### src/rtl/uart_host_stream_if.sv
// Host-side initiator that bridges valid/ready byte streams onto the UART core's parallel strobes.
// Optional overflow-edge counter is built only when UART_HOST_OVF_CNT_EN is defined.
module uart_host_stream_if #(
  parameter int unsigned GUARD_CYCLES = 2
) (
  input  logic       CLK,
  input  logic       RESET_N,
  input  logic [7:0] TXD_DATA,
  input  logic       TXD_VALID,
  output logic       TXD_READY,
  output logic [7:0] RXD_DATA,
  output logic [1:0] RXD_ERR,
  output logic       RXD_VALID,
  input  logic       RXD_READY,
  output logic       UART_CSN,
  output logic       UART_WEN,
  output logic       UART_OEN,
  output logic [7:0] UART_DATA_IN,
  input  logic [7:0] UART_DATA_OUT,
  input  logic       UART_TXRDY,
  input  logic       UART_RXRDY,
  input  logic       UART_PARITY_ERR,
  input  logic       UART_FRAMING_ERR,
  input  logic       UART_OVERFLOW,
  output logic [7:0] OVF_CNT
);

  localparam logic [2:0] GUARD_LOAD = 3'(GUARD_CYCLES - 1);

  typedef enum logic [1:0] {IDLE, WRITE, READ, GUARD} state_t;

  state_t     state;
  logic [2:0] guard_cnt;
  logic       last_rx;
  logic       tx_req;
  logic       rx_req;
  logic       serve_tx;
  logic       serve_rx;

  // Round-robin between the two sides only when both want the UART in the same IDLE cycle
  always_comb begin
    tx_req    = TXD_VALID & UART_TXRDY;
    rx_req    = UART_RXRDY & ~RXD_VALID;
    serve_rx  = (state == IDLE) & rx_req & (~tx_req | ~last_rx);
    serve_tx  = (state == IDLE) & tx_req & (~rx_req | last_rx);
    TXD_READY = RESET_N & serve_tx;
  end

  always_ff @(posedge CLK) begin
    if (!RESET_N) begin
      state        <= IDLE;
      guard_cnt    <= 3'd0;
      last_rx      <= 1'b0;
      UART_CSN     <= 1'b1;
      UART_WEN     <= 1'b1;
      UART_OEN     <= 1'b1;
      UART_DATA_IN <= 8'h00;
      RXD_VALID    <= 1'b0;
      RXD_DATA     <= 8'h00;
      RXD_ERR      <= 2'b00;
    end else begin
      UART_CSN <= 1'b1;
      UART_WEN <= 1'b1;
      UART_OEN <= 1'b1;
      if (RXD_VALID && RXD_READY)
        RXD_VALID <= 1'b0;

      case (state)
        IDLE: begin
          if (serve_rx) begin
            state    <= READ;
            last_rx  <= 1'b1;
            UART_CSN <= 1'b0;
            UART_OEN <= 1'b0;
          end else if (serve_tx) begin
            state        <= WRITE;
            last_rx      <= 1'b0;
            UART_CSN     <= 1'b0;
            UART_WEN     <= 1'b0;
            UART_DATA_IN <= TXD_DATA;
          end
        end
        WRITE: begin
          state     <= GUARD;
          guard_cnt <= GUARD_LOAD;
        end
        READ: begin
          RXD_DATA  <= UART_DATA_OUT;
          RXD_ERR   <= {UART_FRAMING_ERR, UART_PARITY_ERR};
          RXD_VALID <= 1'b1;
          state     <= GUARD;
          guard_cnt <= GUARD_LOAD;
        end
        GUARD: begin
          // Give the UART time to drop TXRDY/RXRDY before they are trusted again
          if (guard_cnt == 3'd0)
            state <= IDLE;
          else
            guard_cnt <= guard_cnt - 3'd1;
        end
        default: state <= IDLE;
      endcase
    end
  end

`ifdef UART_HOST_OVF_CNT_EN
  logic       ovf_prev;
  logic [7:0] ovf_cnt;

  always_ff @(posedge CLK) begin
    if (!RESET_N) begin
      ovf_prev <= 1'b0;
      ovf_cnt  <= 8'h00;
    end else begin
      ovf_prev <= UART_OVERFLOW;
      if (UART_OVERFLOW && !ovf_prev && (ovf_cnt != 8'hFF))
        ovf_cnt <= ovf_cnt + 8'h01;
    end
  end

  assign OVF_CNT = ovf_cnt;
`else
  logic unused_ovf;
  assign unused_ovf = UART_OVERFLOW;
  assign OVF_CNT    = 8'h00;
`endif

endmodule

### config.mk
export PLATFORM = sky130hd
export DESIGN_NAME = uart_host_stream_if
export DESIGN_NICKNAME = d
export VERILOG_FILES = /design/src/rtl/uart_host_stream_if.sv
export SDC_FILE = /design/constraint.sdc
export NUM_CORES = 1
export LEC_CHECK = 0
export CAP_MARGIN = 0
export CORE_MARGIN = 2
export CORE_UTILIZATION = 40
export DETAILED_ROUTE_END_ITERATION = 10
export PLACE_DENSITY = 0.83
export SLEW_MARGIN = 20
export SYNTH_ARGS = -nofsm -noshare
export SYNTH_HDL_FRONTEND = slang
export SYNTH_SLANG_ARGS = --single-unit
### constraint.sdc
create_clock -name CLK -period 2.3 [get_ports CLK]
set_clock_uncertainty 0.1 [all_clocks]
set_input_delay 0.46 -clock CLK [delete_from_list [all_inputs] [get_ports CLK]]
set_output_delay 0.46 -clock CLK [all_outputs]
set_load 0.01 [all_outputs]
Word-level counts from Yosys, hierarchy flattened

Cells that the tools add are included.

Output and inout port bits: 31
Bits in latches: 0
Memories kept: 0
Flip-flop bits (word level): 28
Bits in read-only memories: 0
Memory bits (writable): 0

$lt $le $gt $ge: 0
Multipliers: 0
Reduce and logical (&&, ||, !) cells: 13
Equal/unequal tests: 6
Add/subtract/negate cells: 1
Shifts and indexed selects: 0
Muxes and demuxes: 13
Divide/modulo/power cells: 0
Bitwise operators: 16

Operator list:

| kind                  | number |
|---|---|
| $reduce_and A2 Y1     | 4 |
| $and A1 B1 Y1         | 7 |
| $mux W1               | 7 |
| $not A1 Y1            | 7 |
| $mux W2               | 3 |
| $pmux W2 S3           | 1 |
| $pmux W3 S2           | 1 |
| $reduce_bool A2 Y1    | 3 |
| $eq A2 B2 Y1 const B  | 2 |
| $ne A2 B2 Y1 const B  | 2 |
| $logic_not A3 Y1      | 1 |
| $mux W3               | 1 |
| $ne A3 B3 Y1 const B  | 1 |
| $reduce_and A3 Y1     | 1 |
| $reduce_or A3 Y1      | 1 |
| $sub A3 B1 Y3 const B | 1 |
| $eq A2 B1 Y1 const B  | 1 |
| $logic_not A2 Y1      | 1 |
| $or A1 B1 Y1          | 2 |
| $reduce_or A2 Y1      | 1 |
| $logic_and A1 B1 Y1   | 1 |

Depth between registers and ports, before layout

Gate-level depths: netlist of run 1.

Depth after elaboration: 8
Mapped depth: 7
Depth with buffers taken out: 6

Worst setup path before layout of run 1

No wires, ideal clock.

Kind: reg-to-output
Start: register state[1]
End: output TXD_READY
Setup slack: 0.533 ns
Arrival time: 1.207 ns
Data required time: 1.740 ns
Buffers on the path: 2
Cell stages (with the launch flop): 8
Cell sequence: dfxtp_1 > inv_1 > ha_1 > buf_2 > and3_1 > buf_2 > nand3_1 > inv_2

Word-level cells in the longest chain between the ends: 4

Ends and longest elaborated chain:

| item                       | RTL line | RTL |
|---|---|---|
| start, declared            | 32       | `state_t state;` |
| start signal, assigned     | 51       | `state <= IDLE;` |
| start signal, assigned     | 71       | `state <= READ;` |
| start signal, assigned     | 76       | `state <= WRITE;` |
| $logic_not A2 Y1           | 45       | `serve_tx = (state == IDLE) & tx_req & (~rx_req \| last_rx);` |
| $and A1 B1 Y1 (2 in a row) | 45       |  |
| $and A1 B1 Y1              | 46       | `TXD_READY = RESET_N & serve_tx;` |
| end, declared              | 10       | `output logic TXD_READY,` |

Every way passes these cells.

Worst setup path in the final report of run 1

Start: register state[0]
End: output TXD_READY

The elaborated chain is that of the path after synthesis.

==> metrics, run 1 <==
DRT antenna net count 0; peak supply drop 539 µV; Core Box Area 3030 µm²; register area share after synthesis 0.441; CTS tree yes; Hold Crit Depth 2; outcome completed; FILL cells 263; Core Rows 20; DR vias/cell 4.88; FF-to-FF Start guard_cnt[0]; #FFs+latches synth 28; Distinct cells, synth 28; crit end category primary output; Clock Latency Late Sink 0.35 ns; setup TNS 0 ns; Die Height 60.3 µm; drt first pass iters 4; MaxCap Viol Count 0; routed vias 1131; IO buf count 46; global-route wire length before repair 4670 µm; reg-to-reg critical path endpoint guard_cnt[1]; Root Buffer clkbuf_4; Cell Area, Synth 1270 µm²; fin crit share 0.945; min-delay src UART_DATA_IN[6]; Arrival @ worst endpoint 1.61 ns; Inserted Clock Buffers 3; Hold Buf Count CTS 0; Syn Inst Count 139; critical path's slowest cell dfxtp_1; critical path class reg -> out; routability cong. 0.758; Max stage delay on crit path 0.38 ns; largest cells by area after synthesis dfxtp_1 44%, mux2i_1 8.7%, ha_1 5.9%, nand3_1 5.9%, a21oi_1 4.7%; clock buffer depth 2; GR Overflow Total 0; worst hold-check path type reg -> reg; Total Wirelength 2840 µm; Mapped Avg Cell Area 9.14 µm²; cell area after placement 1770 µm²; Initial Utilization 0.419; Worst slew margin 0.523; die area 3640 µm²; Yosys top cell area share 0.441; most common cell after layout, fill and taps aside clkdlybuf4s50_1; Iter 0 DRT Violations 38; fin worst setup slack 0.126 ns; worst reg2reg path depth 6; Max Transition Viols Final 0; Hold Fails Final Rpt 0; largest net degree at the start of global routing 24; CP Cell Sequence inv_1, ha_1, and3_1, nand3_2, inv_2, dlygate4sd2_1; flop-to-flop setup slack 0.67 ns; fmax 0.460 GHz; Area Overhead vs Synth 44.1%; Final min period 2.17 ns; clock-pin slew on the worst setup and hold paths 0.14 ns; share of layout cells above drive strength 1 0.106; Die X-Extent 60.3 µm; Overall Power 1.72 mW; Critical Path Fanout Max 3; number of synthesis warnings 0; Final setup violation count 0; htree depth 1; Inst Count DP 228; worst slack at placement -0.196 ns; clock sinks 28; vias in the first global route 1104; RSZ-0062 raised after global routing false; worst endpoint required time 1.74 ns; Avg WL per Cell 12.2 µm; drt drc 0; commonest non-fill, non-tap cells in the layout 44 x clkdlybuf4s50_1, 28 x dfxtp_1, 14 x nand3_1; startpoint types flip-flop; Final HPWL DP 2140 µm; power density over cell area 938 nW/µm²; ANT cells 0; Non-Filler Instances 232; fin nets 220; P_leak 0.731 nW; Final Cell Area 1830 µm²; Yosys top cell by area dfxtp_1; GRT Util Overall 0.171; Worst Hold End UART_DATA_IN[6]; Ports 56; worst-margin pin slew 0.715 ns; initial antenna violation count 0
[critical path: cells and delay by family (launching register included)]
kind,cells,cell delay [ns]
adders and majority gates,1,0.21
buffers and inverters,3,0.39
DFF,1,0.38
and+or+nand+nor,2,0.29
[how the worst max path moves through the flow]
| stage | cells after the start | from | to | slack, ns |
|---|---|---|---|---|
| 6_report | 6 | state[0] | TXD_READY | 0.13 |
| 5_1_grt | 6 | state[0] | TXD_READY | 0.01 |
| 4_1_cts | 5 | UART_RXRDY | TXD_READY | 0.002 |
| 3_5_place_dp | 5 | UART_RXRDY | TXD_READY | -0.20 |
| 3_3_place_gp | 5 | UART_RXRDY | TXD_READY | -0.20 |
| 2_1_floorplan | 7 | state[1] | TXD_READY | 0.53 |
[area by class of cell]
| type | instances | area (µm²) | area share |
|---|---|---|---|
| multi-input combinational | 95 | 622 | 0.340 |
| tap | 44 | 55.1 | 0.0301 |
| inverter | 9 | 33.8 | 0.0185 |
| clock inverter | 1 | 30.0 | 0.0164 |
| timing repair buffer | 52 | 507 | 0.277 |
| sequential | 28 | 561 | 0.306 |
| clock buffer | 3 | 22.5 | 0.0123 |
[logic make-up after synthesis]
kind of cell,synth area share
AOI/OAI and AO/OA,0.130
adders and majority gates,0.0591
buffers and inverters,0.0956
DFF,0.441
muxes,0.0867
other,0.00295
and+or+nand+nor,0.184
[stage by stage]
| stage | hold WS [ns] | utilization |
|---|---|---|
| 2_1_floorplan | 0.348 | - |
| 3_3_place_gp | 0.356 | 0.584 |
| 3_5_place_dp | 0.369 | 0.584 |
| 4_1_cts | 0.388 | 0.603 |
| 5_1_grt | 0.416 | 0.605 |
| 6_report | 0.386 | 0.605 |
[flip-flops by register name (all words and copies together) (netlist names)]
| name | flops |
|---|---|
| RXD_VALID | 1 |
| UART_DATA_IN | 8 |
| RXD_ERR | 2 |
| UART_CSN | 1 |
| last_rx | 1 |
| guard_cnt | 3 |
| state | 2 |
| UART_OEN | 1 |
| RXD_DATA | 8 |
| UART_WEN | 1 |
[report_power, final]
group          switching, mW  internal [mW]
logic                  0.359          0.387
clock network          0.155          0.177
registers             0.0596          0.581
total                  0.573           1.14
[per-layer routing]
layer / global-route usage / share of wire / up-vias
li1: - / - / 557
met1: 0.187 / 0.40 / 519
met2: 0.298 / 0.51 / 46
met3: 0.0384 / 0.064 / 9
met4: 0.105 / 0.029 / 0
met5: 0 / 0 / -
[what timing repair did]
action,in CTS,in global routing
setup buffers,0,0
endpoints found under the setup margin,1,1
gates cloned,0,0
gates resized for setup,2,2
[synthesized netlist by cell type]
| cell type | n |
|---|---|
| and3_1 | 1 |
| nor2_1 | 12 |
| a41o_1 | 1 |
| ha_1 | 6 |
| o21ai_0 | 9 |
| mux2i_1 | 11 |
| clkbuf_1 | 2 |
| nor3b_2 | 1 |
| and2b_2 | 2 |
| a2111oi_2 | 1 |
| nand2b_1 | 3 |
| o211a_1 | 1 |
| or2_2 | 2 |
| or3b_1 | 1 |
| inv_2 | 1 |
| nand3_1 | 15 |
| a32oi_1 | 1 |
| nand4_1 | 1 |
| dfxtp_1 | 28 |
| nand3b_1 | 1 |
| a41oi_2 | 1 |
| a21oi_1 | 12 |
| buf_4 | 8 |
| conb_1 | 1 |
| buf_2 | 4 |
| inv_1 | 8 |
| nand2_1 | 4 |
| and4_1 | 1 |
Note: power is estimated with default switching activity, not from simulation.
==> run 2: changes to the inputs <==
--- a/config.mk
+++ b/config.mk
@@ -14,3 +14,4 @@
 export SYNTH_ARGS = -nofsm -noshare
 export SYNTH_HDL_FRONTEND = slang
 export SYNTH_SLANG_ARGS = --single-unit
+export TNS_END_PERCENT = 20
==> results of run 2 <==
The final DEF is identical to that of run 1; final timing and power are the same.
==> run 3: changes to the inputs <==
--- a/config.mk
+++ b/config.mk
@@ -9,6 +9,7 @@
 export CORE_MARGIN = 2
 export CORE_UTILIZATION = 40
 export DETAILED_ROUTE_END_ITERATION = 10
+export HOLD_SLACK_MARGIN = 0.15
 export PLACE_DENSITY = 0.83
 export SLEW_MARGIN = 20
 export SYNTH_ARGS = -nofsm -noshare
==> results of run 3 <==
The final DEF is identical to that of run 1; final timing and power are the same.
